--- src/rtl/cpu_pkg.sv ---
// -----------------------------------------------------------------------------
// cpu_pkg : shared fetch-controller types, PCSrc codes and default reset PC
// Revision: 1.0
// -----------------------------------------------------------------------------
`default_nettype none

package cpu_pkg;

   typedef enum logic [1:0] {
      IDLE  = 2'd0,
      FETCH = 2'd1,
      HOLD  = 2'd2,
      DROP  = 2'd3
   } fetch_state_t;

   localparam logic [1:0]  PC_SEQ = 2'd0;
   localparam logic [1:0]  PC_BR  = 2'd1;
   localparam logic [1:0]  PC_J   = 2'd2;
   localparam logic [1:0]  PC_JR  = 2'd3;

   localparam logic [31:0] DEFAULT_RESET_PC = 32'h0000_3000;

   function automatic logic [31:0] jump_target(input logic [3:0]  pc_hi,
                                               input logic [25:0] index);
      return {pc_hi, index, 2'b00};
   endfunction

endpackage

`default_nettype wire

--- src/rtl/pc_next_sel.sv ---
// -----------------------------------------------------------------------------
// pc_next_sel : redirect priority (branch > jr > jump) and next-PC selection
// Revision: 1.0
// -----------------------------------------------------------------------------
`default_nettype none

module pc_next_sel
   import cpu_pkg::*;
(
   input  logic [31:0] pc,
   input  logic        br_taken,
   input  logic [31:0] br_target,
   input  logic        j_valid,
   input  logic [25:0] j_index,
   input  logic [3:0]  id_pc_hi,
   input  logic        jr_valid,
   input  logic [31:0] jr_target,
   output logic        redirect,
   output logic [31:0] next_pc,
   output logic [1:0]  pc_src
);

   always_comb begin
      redirect = 1'b1;
      next_pc  = pc + 32'd4;
      pc_src   = PC_SEQ;
      if (br_taken) begin
         next_pc = br_target;
         pc_src  = PC_BR;
      end else if (jr_valid) begin
         next_pc = jr_target;
         pc_src  = PC_JR;
      end else if (j_valid) begin
         next_pc = jump_target(id_pc_hi, j_index);
         pc_src  = PC_J;
      end else begin
         redirect = 1'b0;
      end
   end

endmodule

`default_nettype wire

--- src/rtl/pc_fetch_ctrl.sv ---
// -----------------------------------------------------------------------------
// pc_fetch_ctrl : PC owner and single-outstanding imem fetch sequencer to ID
// Revision: 1.0
// -----------------------------------------------------------------------------
`default_nettype none

module pc_fetch_ctrl
   import cpu_pkg::*;
#(
   parameter logic [31:0] RESET_PC = DEFAULT_RESET_PC
)(
   input  logic        clk,
   input  logic        rst_n,
   input  logic        br_taken_i,
   input  logic [31:0] br_target_i,
   input  logic        j_valid_i,
   input  logic [25:0] j_index_i,
   input  logic [3:0]  id_pc_hi_i,
   input  logic        jr_valid_i,
   input  logic [31:0] jr_target_i,
   output logic        imem_req_o,
   output logic [31:0] imem_addr_o,
   input  logic        imem_ack_i,
   input  logic [31:0] imem_rdata_i,
   output logic        if_valid_o,
   input  logic        if_ready_i,
   output logic [31:0] if_instr_o,
   output logic [31:0] if_pc_o,
   output logic [31:0] if_pc_plus4_o,
   output logic [1:0]  pc_src_o
);

   fetch_state_t state;
   logic [31:0]  pc;
   logic [31:0]  req_addr;
   logic [31:0]  hold_instr;
   logic [31:0]  hold_pc;
   logic [31:0]  hold_pc4;
   logic [1:0]   pc_src_q;

   logic         sel_redirect;
   logic [31:0]  sel_next_pc;
   logic [1:0]   sel_src;
   logic         load_pc;

   pc_next_sel u_sel (
      .pc        (pc),
      .br_taken  (br_taken_i),
      .br_target (br_target_i),
      .j_valid   (j_valid_i),
      .j_index   (j_index_i),
      .id_pc_hi  (id_pc_hi_i),
      .jr_valid  (jr_valid_i),
      .jr_target (jr_target_i),
      .redirect  (sel_redirect),
      .next_pc   (sel_next_pc),
      .pc_src    (sel_src)
   );

   assign load_pc = sel_redirect || ((state == HOLD) && if_ready_i);

   // req_addr mirrors PC except in DROP, where the abandoned request must stay stable
   always_ff @(posedge clk or negedge rst_n) begin
      if (!rst_n) begin
         state      <= IDLE;
         pc         <= RESET_PC;
         req_addr   <= RESET_PC;
         hold_instr <= 32'd0;
         hold_pc    <= 32'd0;
         hold_pc4   <= 32'd4;
         pc_src_q   <= PC_SEQ;
      end else begin
         if (load_pc) begin
            pc       <= sel_next_pc;
            pc_src_q <= sel_src;
         end
         case (state)
            IDLE: begin
               state <= FETCH;
               if (sel_redirect) req_addr <= sel_next_pc;
            end
            FETCH: begin
               if (imem_ack_i) begin
                  if (sel_redirect) begin
                     req_addr <= sel_next_pc;
                  end else begin
                     hold_instr <= imem_rdata_i;
                     hold_pc    <= pc;
                     hold_pc4   <= pc + 32'd4;
                     state      <= HOLD;
                  end
               end else if (sel_redirect) begin
                  state <= DROP;
               end
            end
            HOLD: begin
               if (load_pc) begin
                  req_addr <= sel_next_pc;
                  state    <= FETCH;
               end
            end
            DROP: begin
               if (imem_ack_i) begin
                  req_addr <= sel_redirect ? sel_next_pc : pc;
                  state    <= FETCH;
               end
            end
            default: state <= IDLE;
         endcase
      end
   end

   assign imem_req_o    = (state == FETCH) || (state == DROP);
   assign imem_addr_o   = req_addr;
   assign if_valid_o    = (state == HOLD);
   assign if_instr_o    = hold_instr;
   assign if_pc_o       = hold_pc;
   assign if_pc_plus4_o = hold_pc4;
   assign pc_src_o      = pc_src_q;

endmodule

`default_nettype wire

--- config.mk ---
export PLATFORM = sky130hd
export DESIGN_NAME = pc_fetch_ctrl
export DESIGN_NICKNAME = d
export VERILOG_FILES = /design/src/rtl/cpu_pkg.sv /design/src/rtl/pc_next_sel.sv /design/src/rtl/pc_fetch_ctrl.sv
export SDC_FILE = /design/constraint.sdc
export NUM_CORES = 1
export LEC_CHECK = 0
export ABC_AREA = 1
export CAP_MARGIN = 0
export CELL_PAD_IN_SITES_DETAIL_PLACEMENT = 0
export CELL_PAD_IN_SITES_GLOBAL_PLACEMENT = 1
export CORE_ASPECT_RATIO = 1.75
export CORE_UTILIZATION = 33
export DETAILED_ROUTE_END_ITERATION = 10
export GPL_TIMING_DRIVEN = 0
export HOLD_SLACK_MARGIN = 0.08
export PLACE_DENSITY = 0.91
export SLEW_MARGIN = 20
export SYNTH_ARGS = -nofsm -noshare
export SYNTH_HDL_FRONTEND = slang
export SYNTH_SLANG_ARGS = --single-unit
--- constraint.sdc ---
create_clock -name clk -period 2.1 [get_ports clk]
set_clock_uncertainty 0.1 [all_clocks]
set_input_delay 0.525 -clock clk [delete_from_list [all_inputs] [get_ports clk]]
set_output_delay 0.525 -clock clk [all_outputs]
set_load 0.03 [all_outputs]
Word level (Yosys, flattened, before mapping)
Cells that the tools add are included.
{ "totals": {"reg_bits": 164, "inputBits": 133, "output_inout_bits": 132} }
{ "op_classes": {"n_addsub": 1, "n_eq_ne": 8, "muxes": 21, "bitwise": 1, "n_reduce_logical": 7} }
{ "ops": {"columns": ["operator", "n"], "rows": [
  ["32-bit 2-to-1 mux", 8],
  ["32-bit one-hot mux with 4 select lines", 1],
  ["32-bit by 3-bit adder with 32-bit output (second input constant)", 1],
  ["2-bit 2-to-1 mux", 8],
  ["2-bit one-hot mux with 4 select lines", 1],
  ["3-bit != test (second input constant)", 2],
  ["3-bit AND reduction", 2],
  ["2-bit == test (second input constant)", 2],
  ["2-bit != test (second input constant)", 2],
  ["4-bit AND reduction", 1],
  ["1-bit 2-to-1 mux", 3],
  ["2-bit by 1-bit == test with 1-bit output (second input constant)", 1],
  ["2-bit zero test", 1],
  ["1-bit logical OR", 2],
  ["2-bit by 1-bit != test with 1-bit output (second input constant)", 1],
  ["1-bit logical AND", 1],
  ["1-bit NOT", 1]
]} }

Longest topological paths before layout
{ "depth": {"depth_word": 7, "mapped_depth": 12, "depth_no_buf": 12} }

Modules after synthesis
Synthesis repeated with hierarchy kept, for this count alone.
{ "unflattened": {"cells_unflattened": 1299, "hier_area_um2": 9118.7} }
{ "by_module_without_submodules": {"columns": ["mod", "instances", "cells_per_inst", "area_per_inst_um2", "seq_area_each_um2"], "rows": [
  ["pc_fetch_ctrl", 1, 907, 7269.5, 4060.1],
  ["pc_next_sel", 1, 392, 1849.3, 0.0]
]} }

Worst setup path after synthesis
No wires, ideal clock.
{ "synth_path": {"kind": "input-to-reg", "from": "input br_taken_i", "to": "register req_addr[24] (netlist: imem_addr_o[24])", "setup_ps": 117, "arrival_time_ps": 1621, "required_time_ps": 1883, "path_slack_ps": 262, "stages": 12, "cell_sequence": "buf_4 > nor2_8 > nand2_4 > nor2_8 > nand2_2 > o21ai_2 > nor2_4 > inv_4 > buf_6 > a21oi_1 > nand2_1 > nand2_1"} }
{ "synth_via": {"elab_chain_cells": 4} }
{ "synth_rtl": {"columns": ["element", "line", "source"], "rows": [
  ["start, declared", "pc_fetch_ctrl.sv:14", "input logic br_taken_i,"],
  ["32-bit 2-to-1 mux or 1-bit 2-to-1 mux (tied branches)", "pc_next_sel.sv:27", "if (br_taken) begin"],
  ["32-bit 2-to-1 mux (tied with other cells)", "pc_fetch_ctrl.sv:104", "req_addr <= sel_redirect ? sel_next_pc : pc;"],
  ["32-bit 2-to-1 mux (tied with other cells)", "pc_fetch_ctrl.sv:103", "if (imem_ack_i) begin"],
  ["32-bit one-hot mux with 4 select lines or 3-bit AND reduction (tied branches)", null, null],
  ["end signal, assigned", "pc_fetch_ctrl.sv:80", "if (sel_redirect) req_addr <= sel_next_pc;"],
  ["end signal, assigned", "pc_fetch_ctrl.sv:85", "req_addr <= sel_next_pc;"],
  ["end signal, assigned", "pc_fetch_ctrl.sv:104", null],
  ["end, declared", "pc_fetch_ctrl.sv:35", "logic [31:0] req_addr;"]
]} }
Parallel ways exist; a longest one is shown, timed or not. The select of a mux whose other input is x is not followed.
A chain may end at the register's enable or synchronous reset.

Worst setup path after layout
{ "layout_path": {"from": "register hold_pc4[3] (netlist: if_pc_plus4_o[3])", "to": "output if_pc_plus4_o[3]"} }
{ "layout_rtl": {"columns": ["element", "line", "source"], "rows": [
  ["start, declared", "pc_fetch_ctrl.sv:38", "logic [31:0] hold_pc4;"],
  ["start signal, assigned", "pc_fetch_ctrl.sv:89", "hold_pc4 <= pc + 32'd4;"],
  ["end, declared", "pc_fetch_ctrl.sv:29", "output logic [31:0] if_pc_plus4_o,"]
]} }
No word-level cell between the ends.

==> flow_summary.json <==
{
  "clock_sinks": 162,
  "final.min_clock_period_ns": 2.08,
  "cp_cell_sequence": "clkdlybuf4s50_1",
  "path_buf_inv": 1,
  "powerDensity_nw_per_um2": 1300,
  "slowest_delay_ns": 0.67,
  "postSynthCellCount": 1118,
  "first_pass_iters": 5,
  "ios": 265,
  "final_common_cell": "nand2_1",
  "syn_to_final_growth_pct": 45.7,
  "die_y_um": 211,
  "dpl_cell_area_um2": 11300,
  "initial_core_util": 0.336,
  "status": "completed",
  "slew_viol_final": 0,
  "critPathTopFamily": "buffers and inverters",
  "wl_per_cell_um": 18.3,
  "maxCapViolCount": 0,
  "grt_pass1_vias": 8462,
  "antenna_cells": 0,
  "dpl.hpwl_um": 24600,
  "place.gp.congestion": 0.930,
  "routed_via_density": 4.91,
  "die_w_um": 122,
  "ys_warn_count": 0,
  "cp.arrival_ns": 1.45,
  "slew_headroom": 0.449,
  "layout.cells.non_filler": 1733,
  "cts_tree": "yes",
  "cts_made_buffers": 17,
  "rsz0062_at_grt": "yes",
  "drive_gt1_frac": 0.0915,
  "fin_crit_sh": 0.988,
  "synth-edff-count": 0,
  "ir_drop_v": 0.000621,
  "grt_pass1_wl_um": 48300,
  "synth_nets": 1252,
  "ys_top_cells_by_area": "dfrtp_1 (48%), nand2_1 (19%), nor2_1 (6.1%)",
  "nets": 1542,
  "max_slew.worst_pin.slew_ns": 0.827,
  "cts_buffer_depth": 2,
  "setup_viol": 0,
  "synth-seq-cells": 162,
  "dp.cells": 1693,
  "rows": 76,
  "critPathKind": "reg2out",
  "drtIter0Drc": 406,
  "p_leak_nw": 6.17,
  "cp-start-kind": "register",
  "port_buffers": 262,
  "grt_start_max_net_pins": 89,
  "required_ns": 1.47,
  "fin_area_um2": 12000,
  "synth.top_cell.area_share": 0.476,
  "ys_seq_area_frac": 0.492,
  "syn_area_um2": 8250,
  "clk_pin_slew_worst_paths_ns": 0.07,
  "placeableCoreArea_um2": 24500,
  "cp_slowest_cell": "clkdlybuf4s50_1",
  "synth_top_area_cell": "dfrtp_1",
  "ys.flop_type": "dfrtp_1",
  "worstSkewPairLatency_ns": 0.44,
  "ys_async_sr_fraction": 1.00,
  "cp_max_fo": 2,
  "final_cell_mix": "nand2_1 (411), dfrtp_1 (155), clkdlybuf4s50_1 (133), nor2_1 (126), dlygate4sd2_1 (111)",
  "syn_area_per_cell_um2": 7.38,
  "grtUsageTotal": 0.256,
  "vias": 8507,
  "synth.lib_cells_used.distinct": 33,
  "dieArea_um2": 25700,
  "htreeDepth": 4,
  "tns_ns": 0,
  "hold_viol_final": 0,
  "critical_path.endpoint_type": "output port",
  "hold_class": "in2reg",
  "cts-root-buf": "clkbuf_16",
  "grt-ovfl-total": 0,
  "fmax_mhz": 482,
  "grt_antenna_before_repair": 0,
  "drc_errors": 0,
  "ant_nets": 0,
  "routed_wl_um": 31800
}
[state kept, by name, summed over array words and instances (netlist names)]
signal and cells:
state 2, if_pc_plus4_o 30, pc 32, if_instr_o 32, pc_src_o 2, if_pc_o 32
imem_addr_o 32
[where the power goes]
part / total [W] / internal, W / switching, W
Combinational: 0.00714 / 0.00241 / 0.00474
Clock: 0.00336 / 0.00191 / 0.00145
Sequential: 0.00515 / 0.00441 / 0.000744
Total: 0.0157 / 0.00873 / 0.00693
[final cells by class]
cell class | count | area [um^2]
sequential | 162 | 4060
clock buffer | 17 | 425
multi-input combinational | 814 | 3680
timing repair buffer | 271 | 2630
inverter | 84 | 320
buffer | 58 | 313
tap | 312 | 390
clock inverter | 15 | 194
fill | 2477 | 12500
[metal layers]
layer	part of all wire	vias to the layer above	GRT usage	wire (um)
li1	-	4129	-	-
met1	0.37	3995	0.274	11600
met4	0.050	0	0.155	1600
met5	0	-	0	0
met3	0.048	76	0.0381	1530
met2	0.54	307	0.465	17000
[cells by family after synthesis]
group / share of synthesized area
flops: 0.492
buf+inv: 0.0730
fa+ha+maj: 0.00152
mux: 0.00121
compound gates: 0.103
simple gates: 0.320
xor+xnor: 0.00850
[final timing paths]
check / from / cells after the start / endpoint / slack [ns]
max: if_pc_plus4_o[3] / 1 / if_pc_plus4_o[3] / 0.02
min: br_taken_i / 3 / pc_src_o[0] / 0.31
max reg2reg: pc[13] / 11 / imem_addr_o[26] / 0.14
min reg2reg: imem_addr_o[13] / 2 / imem_addr_o[13] / 0.37
max in group asynchronous: rst_n / 3 / if_pc_plus4_o[2] / 0.46
min in group asynchronous: rst_n / 2 / imem_addr_o[8] / 0.58
[through the flow]
stage                      util  power, W  worst slack [ns]  hold slack [ns]
final                     0.490    0.0157            0.0245            0.309
after global routing      0.490    0.0165           -0.0180            0.326
after CTS                 0.481    0.0158           0.00146            0.299
after detailed placement  0.460    0.0131            -0.663            0.362
after global placement    0.459    0.0130             -6.47            0.359
after floorplan               -   0.00943             0.262            0.129
[cell usage after synthesis, types with 3 or more instances]
cell type,count
buf_1,5
dfstp_2,5
nor2_4,4
inv_2,4
nand2_2,4
o211ai_1,6
dfrtp_1,157
nor2_2,3
o21ai_2,3
clkbuf_1,26
buf_4,8
nand3_1,83
nor2_1,135
xor2_1,7
o21ai_0,68
a31oi_1,36
nand2_1,417
buf_2,17
inv_1,79
a21oi_1,17
o21ai_1,19
[what timing repair did]
action | in CTS | in global routing
hold buffers | 1 | 0
gates cloned | 0 | 0
endpoints found under the setup margin | 173 | 74
hold endpoints to repair | 84 | 0
pin swaps | 0 | 5
setup buffers | 0 | 7
resized for setup | 128 | 61
Power figures use the tool's default switching activity.
